File: config.mk
export PLATFORM = sky130hd
export DESIGN_NAME = ram_to_tgm_reader
export DESIGN_NICKNAME = d
export VERILOG_FILES = /design/src/rtl/ram_tgm_pkg.sv /design/src/rtl/byte_fifo.sv /design/src/rtl/ram_to_tgm_reader.sv
export SDC_FILE = /design/constraint.sdc
export NUM_CORES = 1
export LEC_CHECK = 0
export CAP_MARGIN = 20
export CORE_AREA = 4 4 79 81
export CTS_BUF_LIST = sky130_fd_sc_hd__clkbuf_16
export CTS_CLUSTER_SIZE = 20
export DETAILED_ROUTE_END_ITERATION = 6
export DIE_AREA = 0 0 83 85
export PLACE_DENSITY = 0.86
export SLEW_MARGIN = 30
export SYNTH_ARGS = -nofsm -noshare
export SYNTH_HDL_FRONTEND = slang
export SYNTH_HIERARCHICAL = 1
export SYNTH_SLANG_ARGS = --single-unit
File: constraint.sdc
create_clock -name clk -period 8 [get_ports clk]
set_input_delay 2 -clock clk [delete_from_list [all_inputs] [get_ports clk]]
set_output_delay 2 -clock clk [all_outputs]
set_load 0.02 [all_outputs]
File: src/rtl/ram_tgm_pkg.sv
// Shared types and constants for the TGM output-RAM reader: state encoding,
// bus widths and the payload-truncation helper.
package ram_tgm_pkg;

  localparam int ADDR_W     = 8;
  localparam int DATA_W     = 32;
  localparam int PAYLOAD_W  = 8;
  localparam int MAX_LEN    = 256;
  localparam int FIFO_DEPTH = 2;

  typedef enum logic [1:0] {
    ST_IDLE  = 2'd0,
    ST_RUN   = 2'd1,
    ST_DRAIN = 2'd2
  } state_e;

  // A RAM word carries only an 8-bit payload; any set bit above it is lost.
  function automatic logic has_trunc(input logic [DATA_W-1:0] word);
    return |word[DATA_W-1:PAYLOAD_W];
  endfunction

endpackage

File: src/rtl/byte_fifo.sv
// Small synchronous FIFO with combinational head; a push and a pop in the
// same cycle are accepted even when the FIFO is full.
module byte_fifo
  import ram_tgm_pkg::*;
#(
  parameter int DEPTH = 2,
  parameter int WIDTH = 8
) (
  input  logic                         clk,
  input  logic                         rst,
  input  logic                         push_i,
  input  logic [WIDTH-1:0]             din_i,
  input  logic                         pop_i,
  output logic [WIDTH-1:0]             head_o,
  output logic [$clog2(DEPTH+1)-1:0]   count_o,
  output logic                         empty_o
);

  localparam int PTR_W = (DEPTH > 1) ? $clog2(DEPTH) : 1;
  localparam int CNT_W = $clog2(DEPTH + 1);

  logic [WIDTH-1:0] mem_q [DEPTH];
  logic [PTR_W-1:0] wr_ptr_q, rd_ptr_q;
  logic [CNT_W-1:0] count_q;
  logic             do_push, do_pop;

  function automatic logic [PTR_W-1:0] ptr_inc(input logic [PTR_W-1:0] p);
    return (p == PTR_W'(DEPTH - 1)) ? '0 : p + PTR_W'(1);
  endfunction

  assign empty_o = (count_q == '0);
  assign do_pop  = pop_i & ~empty_o;
  assign do_push = push_i & ((count_q != CNT_W'(DEPTH)) | do_pop);

  always_ff @(posedge clk or posedge rst) begin
    if (rst) begin
      wr_ptr_q <= '0;
      rd_ptr_q <= '0;
      count_q  <= '0;
    end else begin
      if (do_push) wr_ptr_q <= ptr_inc(wr_ptr_q);
      if (do_pop)  rd_ptr_q <= ptr_inc(rd_ptr_q);
      case ({do_push, do_pop})
        2'b10:   count_q <= count_q + CNT_W'(1);
        2'b01:   count_q <= count_q - CNT_W'(1);
        default: count_q <= count_q;
      endcase
    end
  end

  // Storage carries no reset: occupancy is tracked by count_q alone.
  always_ff @(posedge clk) begin
    if (do_push) mem_q[wr_ptr_q] <= din_i;
  end

  assign head_o  = mem_q[rd_ptr_q];
  assign count_o = count_q;

endmodule

File: src/rtl/ram_to_tgm_reader.sv
// Reads a block of words from the TGM output RAM and streams their low bytes
// over valid/ready, issuing reads only when the output FIFO has room for them.
module ram_to_tgm_reader #(
  parameter int ADDR_W     = ram_tgm_pkg::ADDR_W,
  parameter int FIFO_DEPTH = 2
) (
  input  logic                               clk,
  input  logic                               rst,
  input  logic                               start,
  input  logic [ADDR_W-1:0]                  base_addr,
  input  logic [ADDR_W:0]                    length,
  output logic                               ram_rd,
  output logic [ADDR_W-1:0]                  ram_addr,
  input  logic [ram_tgm_pkg::DATA_W-1:0]     ram_data,
  output logic [ram_tgm_pkg::PAYLOAD_W-1:0]  out_data,
  output logic                               out_valid,
  input  logic                               out_ready,
  output logic                               out_last,
  output logic                               busy,
  output logic                               done,
  output logic                               trunc_err
);
  import ram_tgm_pkg::*;

  localparam int LEN_W = ADDR_W + 1;
  localparam int CNT_W = $clog2(FIFO_DEPTH + 1);

  state_e               state_q, state_d;
  logic [ADDR_W-1:0]    rd_ptr_q, rd_ptr_d;
  logic [LEN_W-1:0]     rd_left_q, rd_left_d;
  logic [LEN_W-1:0]     pop_left_q, pop_left_d;
  logic                 inflight_q;
  logic                 done_q, done_d;
  logic                 trunc_q, trunc_d;

  logic [CNT_W-1:0]     fifo_count;
  logic                 fifo_empty;
  logic [PAYLOAD_W-1:0] fifo_head;
  logic                 pop;
  logic                 issue;
  logic [CNT_W:0]       occupancy;

  byte_fifo #(
    .DEPTH (FIFO_DEPTH),
    .WIDTH (PAYLOAD_W)
  ) u_fifo (
    .clk     (clk),
    .rst     (rst),
    .push_i  (inflight_q),
    .din_i   (ram_data[PAYLOAD_W-1:0]),
    .pop_i   (pop),
    .head_o  (fifo_head),
    .count_o (fifo_count),
    .empty_o (fifo_empty)
  );

  assign out_valid = ~fifo_empty;
  assign out_data  = out_valid ? fifo_head : '0;
  assign pop       = out_valid & out_ready;
  assign out_last  = out_valid & (pop_left_q == LEN_W'(1));
  assign busy      = (state_q != ST_IDLE);
  assign done      = done_q;
  assign trunc_err = trunc_q;

  // Credit check: words already buffered or in flight, less the byte leaving
  // this cycle, must leave a free slot for the word this read will return.
  always_comb begin
    occupancy = (CNT_W+1)'(fifo_count) + (CNT_W+1)'(inflight_q) - (CNT_W+1)'(pop);
    issue     = (state_q == ST_RUN) && (rd_left_q != '0) &&
                (occupancy < (CNT_W+1)'(FIFO_DEPTH));
    ram_rd    = issue;
    ram_addr  = issue ? rd_ptr_q : '0;
  end

  always_comb begin
    state_d    = state_q;
    rd_ptr_d   = rd_ptr_q;
    rd_left_d  = rd_left_q;
    pop_left_d = pop_left_q;
    done_d     = 1'b0;
    trunc_d    = trunc_q | (inflight_q & has_trunc(ram_data));

    if (pop) pop_left_d = pop_left_q - LEN_W'(1);

    case (state_q)
      ST_IDLE: begin
        if (start) begin
          if (length != '0) begin
            state_d    = ST_RUN;
            rd_ptr_d   = base_addr;
            rd_left_d  = length;
            pop_left_d = length;
          end else begin
            done_d = 1'b1;
          end
        end
      end
      ST_RUN: begin
        if (issue) begin
          rd_ptr_d  = rd_ptr_q + ADDR_W'(1);
          rd_left_d = rd_left_q - LEN_W'(1);
          if (rd_left_q == LEN_W'(1)) state_d = ST_DRAIN;
        end
      end
      ST_DRAIN: begin
        if (pop && (pop_left_q == LEN_W'(1))) begin
          state_d = ST_IDLE;
          done_d  = 1'b1;
        end
      end
      default: state_d = ST_IDLE;
    endcase
  end

  always_ff @(posedge clk or posedge rst) begin
    if (rst) begin
      state_q    <= ST_IDLE;
      rd_ptr_q   <= '0;
      rd_left_q  <= '0;
      pop_left_q <= '0;
      inflight_q <= 1'b0;
      done_q     <= 1'b0;
      trunc_q    <= 1'b0;
    end else begin
      state_q    <= state_d;
      rd_ptr_q   <= rd_ptr_d;
      rd_left_q  <= rd_left_d;
      pop_left_q <= pop_left_d;
      inflight_q <= issue;
      done_q     <= done_d;
      trunc_q    <= trunc_d;
    end
  end

endmodule

# ---- Word-level counts from Yosys, hierarchy flattened
# Memories as Yosys holds them, arrays and structs flattened.
# Index checks and enable logic that the tools add are counted.
dict set report word_totals {
  word_cells 83
  out_inout_bits 22
  n_memories 1
  regBits 35
  mem_bits_rw 16
}
dict set report op_classes {
  add_sub_neg 9
  n_lt_le_gt_ge 1
  reduce_logical 13
  eq_ne 12
  n_bitwise 8
  mux 29
}
# name words width read_ports rd_ports_with_merged_regs write_ports line_no
set memory_table {}
lappend memory_table {u_fifo.mem_q 2 8 1 0 1 byte_fifo.sv:22} ;# logic [WIDTH-1:0] mem_q [DEPTH];
# cell count
set op_table {}
lappend op_table {{two-way mux 9 bit} 7}
lappend op_table {{two-way mux 8 bit} 5}
lappend op_table {{OR reduction 24 bit} 1}
lappend op_table {{== test 9 x 1 -> 1 bit (second input constant)} 2}
lappend op_table {{case mux 9 bit (2 select lines)} 1}
lappend op_table {{nonzero test 9 bit} 2}
lappend op_table {{subtractor 9 x 1 -> 9 bit (second input constant)} 2}
lappend op_table {{case mux 8 bit (2 select lines)} 1}
lappend op_table {{two-way mux 2 bit} 5}
lappend op_table {{inequality test 2 bit (second input constant)} 5}
lappend op_table {{adder 8 x 1 -> 8 bit (second input constant)} 1}
lappend op_table {{two-way mux 1 bit} 7}
lappend op_table {{case mux 2 bit (3 select lines)} 1}
lappend op_table {{nonzero test 2 bit} 3}
lappend op_table {{bitwise AND 1 bit} 5}
lappend op_table {{AND reduction 5 bit} 1}
lappend op_table {{== test 2 x 1 -> 1 bit (second input constant)} 2}
lappend op_table {{== test 2 bit (second input constant)} 2}
lappend op_table {{zero test 2 bit} 2}
lappend op_table {{case mux 2 bit (2 select lines)} 1}
lappend op_table {{AND reduction 4 bit} 1}
lappend op_table {{adder 2 x 1 -> 3 bit} 1}
lappend op_table {{logical AND 1 bit} 3}
lappend op_table {{less-than comparator 3 x 2 -> 1 bit (second input constant)} 1}
lappend op_table {{other kinds (8)} 10}

# ---- Depth between registers and ports, before layout
dict set report logic_depth {
  depth_word 8
  depth_mapped 11
}

# ---- By module
# The synthesis kept the hierarchy.
# mod cells_per_inst seq_area_each_um2 instances area_each_um2
set by_module_without_submodules {}
lappend by_module_without_submodules {ram_to_tgm_reader 229 775.7 1 2093.3}
lappend by_module_without_submodules {byte_fifo 49 580.6 1 798.3}

# ---- Worst setup path after synthesis
# OpenSTA, ideal clock, no wires.
dict set report synth_path {
  path_kind {input-to-output}
  startpoint {input port out_ready}
  endpoint {output port ram_addr[0]}
  stages 9
  t_required_ns 6.000
  arrival_time_ns 4.138
  slack_ns 1.862
  n_path_buf 1
  cell_sequence {nand2b_1 > nor2_1 > o21ai_0 > fa_1 > xnor2_1 > o2111ai_4 > inv_4 > clkbuf_1 > and2_1}
}
dict set report synth_between {
  elab_chain_len 5
}
# item line_no
set synth_rtl {}
lappend synth_rtl {{start, declared} ram_to_tgm_reader.sv:17} ;# input logic out_ready,
lappend synth_rtl {{bitwise AND 1 bit} ram_to_tgm_reader.sv:59} ;# assign pop = out_valid & out_ready;
lappend synth_rtl {{subtractor 3 x 1 -> 3 bit} ram_to_tgm_reader.sv:68} ;# occupancy = (CNT_W+1)'(fifo_count) + (CNT_W+1)'(inflight_q) - (CNT_W+1)'(pop);
lappend synth_rtl {{less-than comparator 3 x 2 -> 1 bit} ram_to_tgm_reader.sv:70} ;# (occupancy < (CNT_W+1)'(FIFO_DEPTH));
lappend synth_rtl {{logical AND 1 bit} ram_to_tgm_reader.sv:69} ;# issue = (state_q == ST_RUN) && (rd_left_q != '0) &&
lappend synth_rtl {{via ram_rd} ram_to_tgm_reader.sv:12} ;# output logic ram_rd,
lappend synth_rtl {{two-way mux 8 bit} ram_to_tgm_reader.sv:72} ;# ram_addr = issue ? rd_ptr_q : '0;
lappend synth_rtl {{end, declared} ram_to_tgm_reader.sv:13} ;# output logic [ADDR_W-1:0] ram_addr,
# The timed path passes the listed nets, and every way through them passes these cells.

# ---- Worst setup path after layout
dict set report layout_path {
  startpoint {input port out_ready}
  endpoint {output port ram_addr[5]}
}
dict set report layout_between {
  elab_chain_len 5
}
# item line_no
set layout_rtl {}
lappend layout_rtl {{bitwise AND 1 bit} ram_to_tgm_reader.sv:59}
lappend layout_rtl {{subtractor 3 x 1 -> 3 bit} ram_to_tgm_reader.sv:68}
lappend layout_rtl {{less-than comparator 3 x 2 -> 1 bit} ram_to_tgm_reader.sv:70}
lappend layout_rtl {{logical AND 1 bit} ram_to_tgm_reader.sv:69}
lappend layout_rtl {{two-way mux 8 bit} ram_to_tgm_reader.sv:72}
# No other way between the ends.

==> impl_metrics.ini <==
[global_routing]
grt_pass1_vias = 2396
grt_max_degree = 27
grtUsageTotal_pct = 21.4
antenna_found_initial = 0
overflow = 0
grt_pass1_wl_um = 12200

[route]
wl_per_cell_um = 18.1
vias_per_cell = 6.03
ant_nets = 0
dr.pass1.iters = 4
drt_iter0_drc = 176
drc_errors = 0
num_vias = 2558
routed_wirelength_um = 7690

[placement]
gp_congestion = 0.951
dp_cells = 416
dp_hpwl_um = 5660
portBuffers = 74

[logic_synthesis]
yosysMostFrequentCell = dfrtp_1
ys_types = 61
seq_area_frac_synth_pct = 46.9
synthFlopType = dfrtp_1
synth-seq-cells = 51
avgSynthCellArea_um2 = 10.4
synthTopCellsByCount = dfrtp_1, nand2_1, nor2_1
async_flop_share_pct = 68.6
synth_nets = 338
synth-edff-count = 16
yosys-top-cells-area = dfrtp_1, edfxtp_1, mux2_2, o21ai_0, ha_1
yosysWarnings = 6
yosysTopAreaCell = dfrtp_1
yosysTopAreaCellShare_pct = 30.3
synthCells = 278
synth_area_um2 = 2890

[clock_network]
clk_latency_ns = 0.29
cts_tree = yes
numClockSinks = 51
cts_hold_buf = 0
numCtsBuffers = 5
path_clk_slew_ns = 0.06
clockBufferDepth = 2
h-tree-depth = 2
cts_setup_buffers = 0
cts-resized-gates = 0
cts_root_buf = clkbuf_16

[cells_and_area]
syn_to_final_growth_pct = 33.9
num-fill-cells = 408
diodes = 0
fin_cells = 424
fin_nets = 411
drive_gt1_share_pct = 9.38

[setup_path]
slowest_delay_ns = 0.60
ff2ff_setup_slack_ns = 4.33
cp.required_ns = 6.00
timing.rr.start = u_fifo/count_o[1]$_DFFE_PP0P_
cp.arrival_ns = 5.13
crit_buf_inv = 3
r2r_cells = 10
crit_path_frequent_cell = clkdlybuf4s50_1
crit_type = in2out
cp_slowest_cell = clkdlybuf4s50_1
critPathTopFamily = buffers and inverters
crit_chain = clkdlybuf4s50_1, nand2b_1, nor2_1, o21ai_0, fa_1, xnor2_1, o2111ai_4, inv_4, and2_1, clkdlybuf4s50_1
crit_fanout = 26
end_kind = output port
start_kind = primary input
reg2reg_to = rd_ptr_q[3]$_DFFE_PP0P_

[die]
die_h_um = 85
dieArea_um2 = 7060
initial_utilization_pct = 52.8
pin_count = 75
die_x_um = 83
rows = 27
coreArea_um2 = 5470

[pwr]
switching_power_w = 0.000683
p_int_w = 0.000937
sequentialPowerShare_pct = 30.4
ir_worst_vdd_v = 0.000254
switching_share_pct = 42.2
power_frac_clock_pct = 16.5
cellLeakagePower_nw = 1.44
power.density_nw_per_um2 = 418
combPwrFrac_pct = 53.1

[sta]
report.final.hold_viol_count = 0
worst_slew_pin_slew_ns = 0.908
period_share_pct = 89.2
slew_headroom_pct = 39.2
finalSetupTns_ns = 0
finalMaxSlewViolations = 0
max_freq_ghz = 0.140
finalSetupViolCount = 0
finalClockSkew_ns = 0.00538
rsz0062_at_grt = no
layout_min_cycle_time_ns = 7.13

[min_path]
worst_hold_path.endpoint = trunc_err$_DFF_PP0_
hold_class = reg2reg
min_from = trunc_err$_DFF_PP0_
hold_path_depth = 1

[job]
drv_cap = 0

[status]
status = finished clean
## worst register-to-register path, stage by stage, from the launching register on
cell       delay (ns)
dfrtp_1          0.49
nor2_1           0.67
nand2b_1         0.33
and2_1           0.16
o21ai_0          0.09
fa_1             0.40
xnor2_1          0.35
o2111ai_4        0.31
inv_4            0.30
a31oi_1          0.13
a221o_1          0.32
## metal layers
layer	track usage, %	routed length, um	share of wire, %	vias up
met1	27.8	3220	42	1247
met4	5.35	93	1.2	0
met3	5.34	532	6.9	10
met5	0	0	0	-
met2	36.2	3850	50	111
li1	-	-	-	1190
## worst max-delay path by stage
stage                     cells after the start  slack [ns]     endpoint       from
after global routing                         10        0.63  ram_addr[5]  out_ready
final                                        10        0.87  ram_addr[5]  out_ready
after global placement                       10        0.99  ram_addr[7]  out_ready
after CTS                                    10        0.88  ram_addr[5]  out_ready
after floorplan                               9        1.86  ram_addr[0]  out_ready
after detailed placement                     10        0.96  ram_addr[5]  out_ready
## metrics by stage
stage / total power [W] / utilization (%) / area [um2] / setup WS, ns / hold WS (ns)
after CTS: 0.00161 / 70.8 / 3870 / 0.881 / 0.470
after global routing: 0.00172 / 70.8 / 3870 / 0.629 / 0.499
after floorplan: 0.00106 / - / 2890 / 1.86 / 0.458
after detailed placement: 0.00134 / 67.3 / 3680 / 0.956 / 0.479
after global placement: 0.00130 / 67.1 / 3670 / 0.987 / 0.452
final: 0.00162 / 70.8 / 3870 / 0.867 / 0.468
## cells in the final DEF, fill, tap and decap left out, types with 6 or more instances in the layout
master,count
nand2_1,19
o21ai_0,16
edfxtp_1,16
inv_1,13
and2_1,11
clkdlybuf4s50_1,74
dfrtp_1,35
xor2_1,7
nor4_1,12
nor2_1,17
nor3_1,6
nand3_1,7
ha_1,6
nor2b_1,9
mux2_2,8
a21oi_1,9
## state kept, by name, indices dropped and copies added, names as in the netlist
| register | flops |
|---|---|
| u_fifo/mem_q | 16 |
| pop_left_q | 9 |
| rd_left_q | 9 |
| rd_ptr_q | 8 |
| state_q | 2 |
| u_fifo/count_o | 2 |
| done | 1 |
| inflight_q | 1 |
| trunc_err | 1 |
| u_fifo/rd_ptr_q | 1 |
| u_fifo/wr_ptr_q | 1 |
## power groups by stage
stage / combinational [W] / clock (W) / sequential [W]
final: 0.000860 / 0.000267 / 0.000493
after global routing: 0.000930 / 0.000281 / 0.000506
after CTS: 0.000856 / 0.000268 / 0.000489
after detailed placement: 0.000847 / 0 / 0.000491
after global placement: 0.000820 / 0 / 0.000483
after floorplan: 0.000602 / 0 / 0.000453
## cell type report
cell class,count,area (um2),area share [%]
flip-flops and latches,51,1360,35.0
inverters,13,51.3,1.32
well taps,72,90.1,2.33
clock inverters,3,63.8,1.65
multi-input cells,205,1440,37.1
clock buffers,5,125,3.23
repair buffers,75,748,19.3
## logic make-up after synthesis
family,synth area share (%)
adders and majority gates,3.29
xor gates and xnor gates,3.63
AOI/OAI and AO/OA,15.8
buffers and inverters,3.68
muxes,3.12
DFF,46.9
and+or+nand+nor,23.6
(Power assumes the default switching activity.)
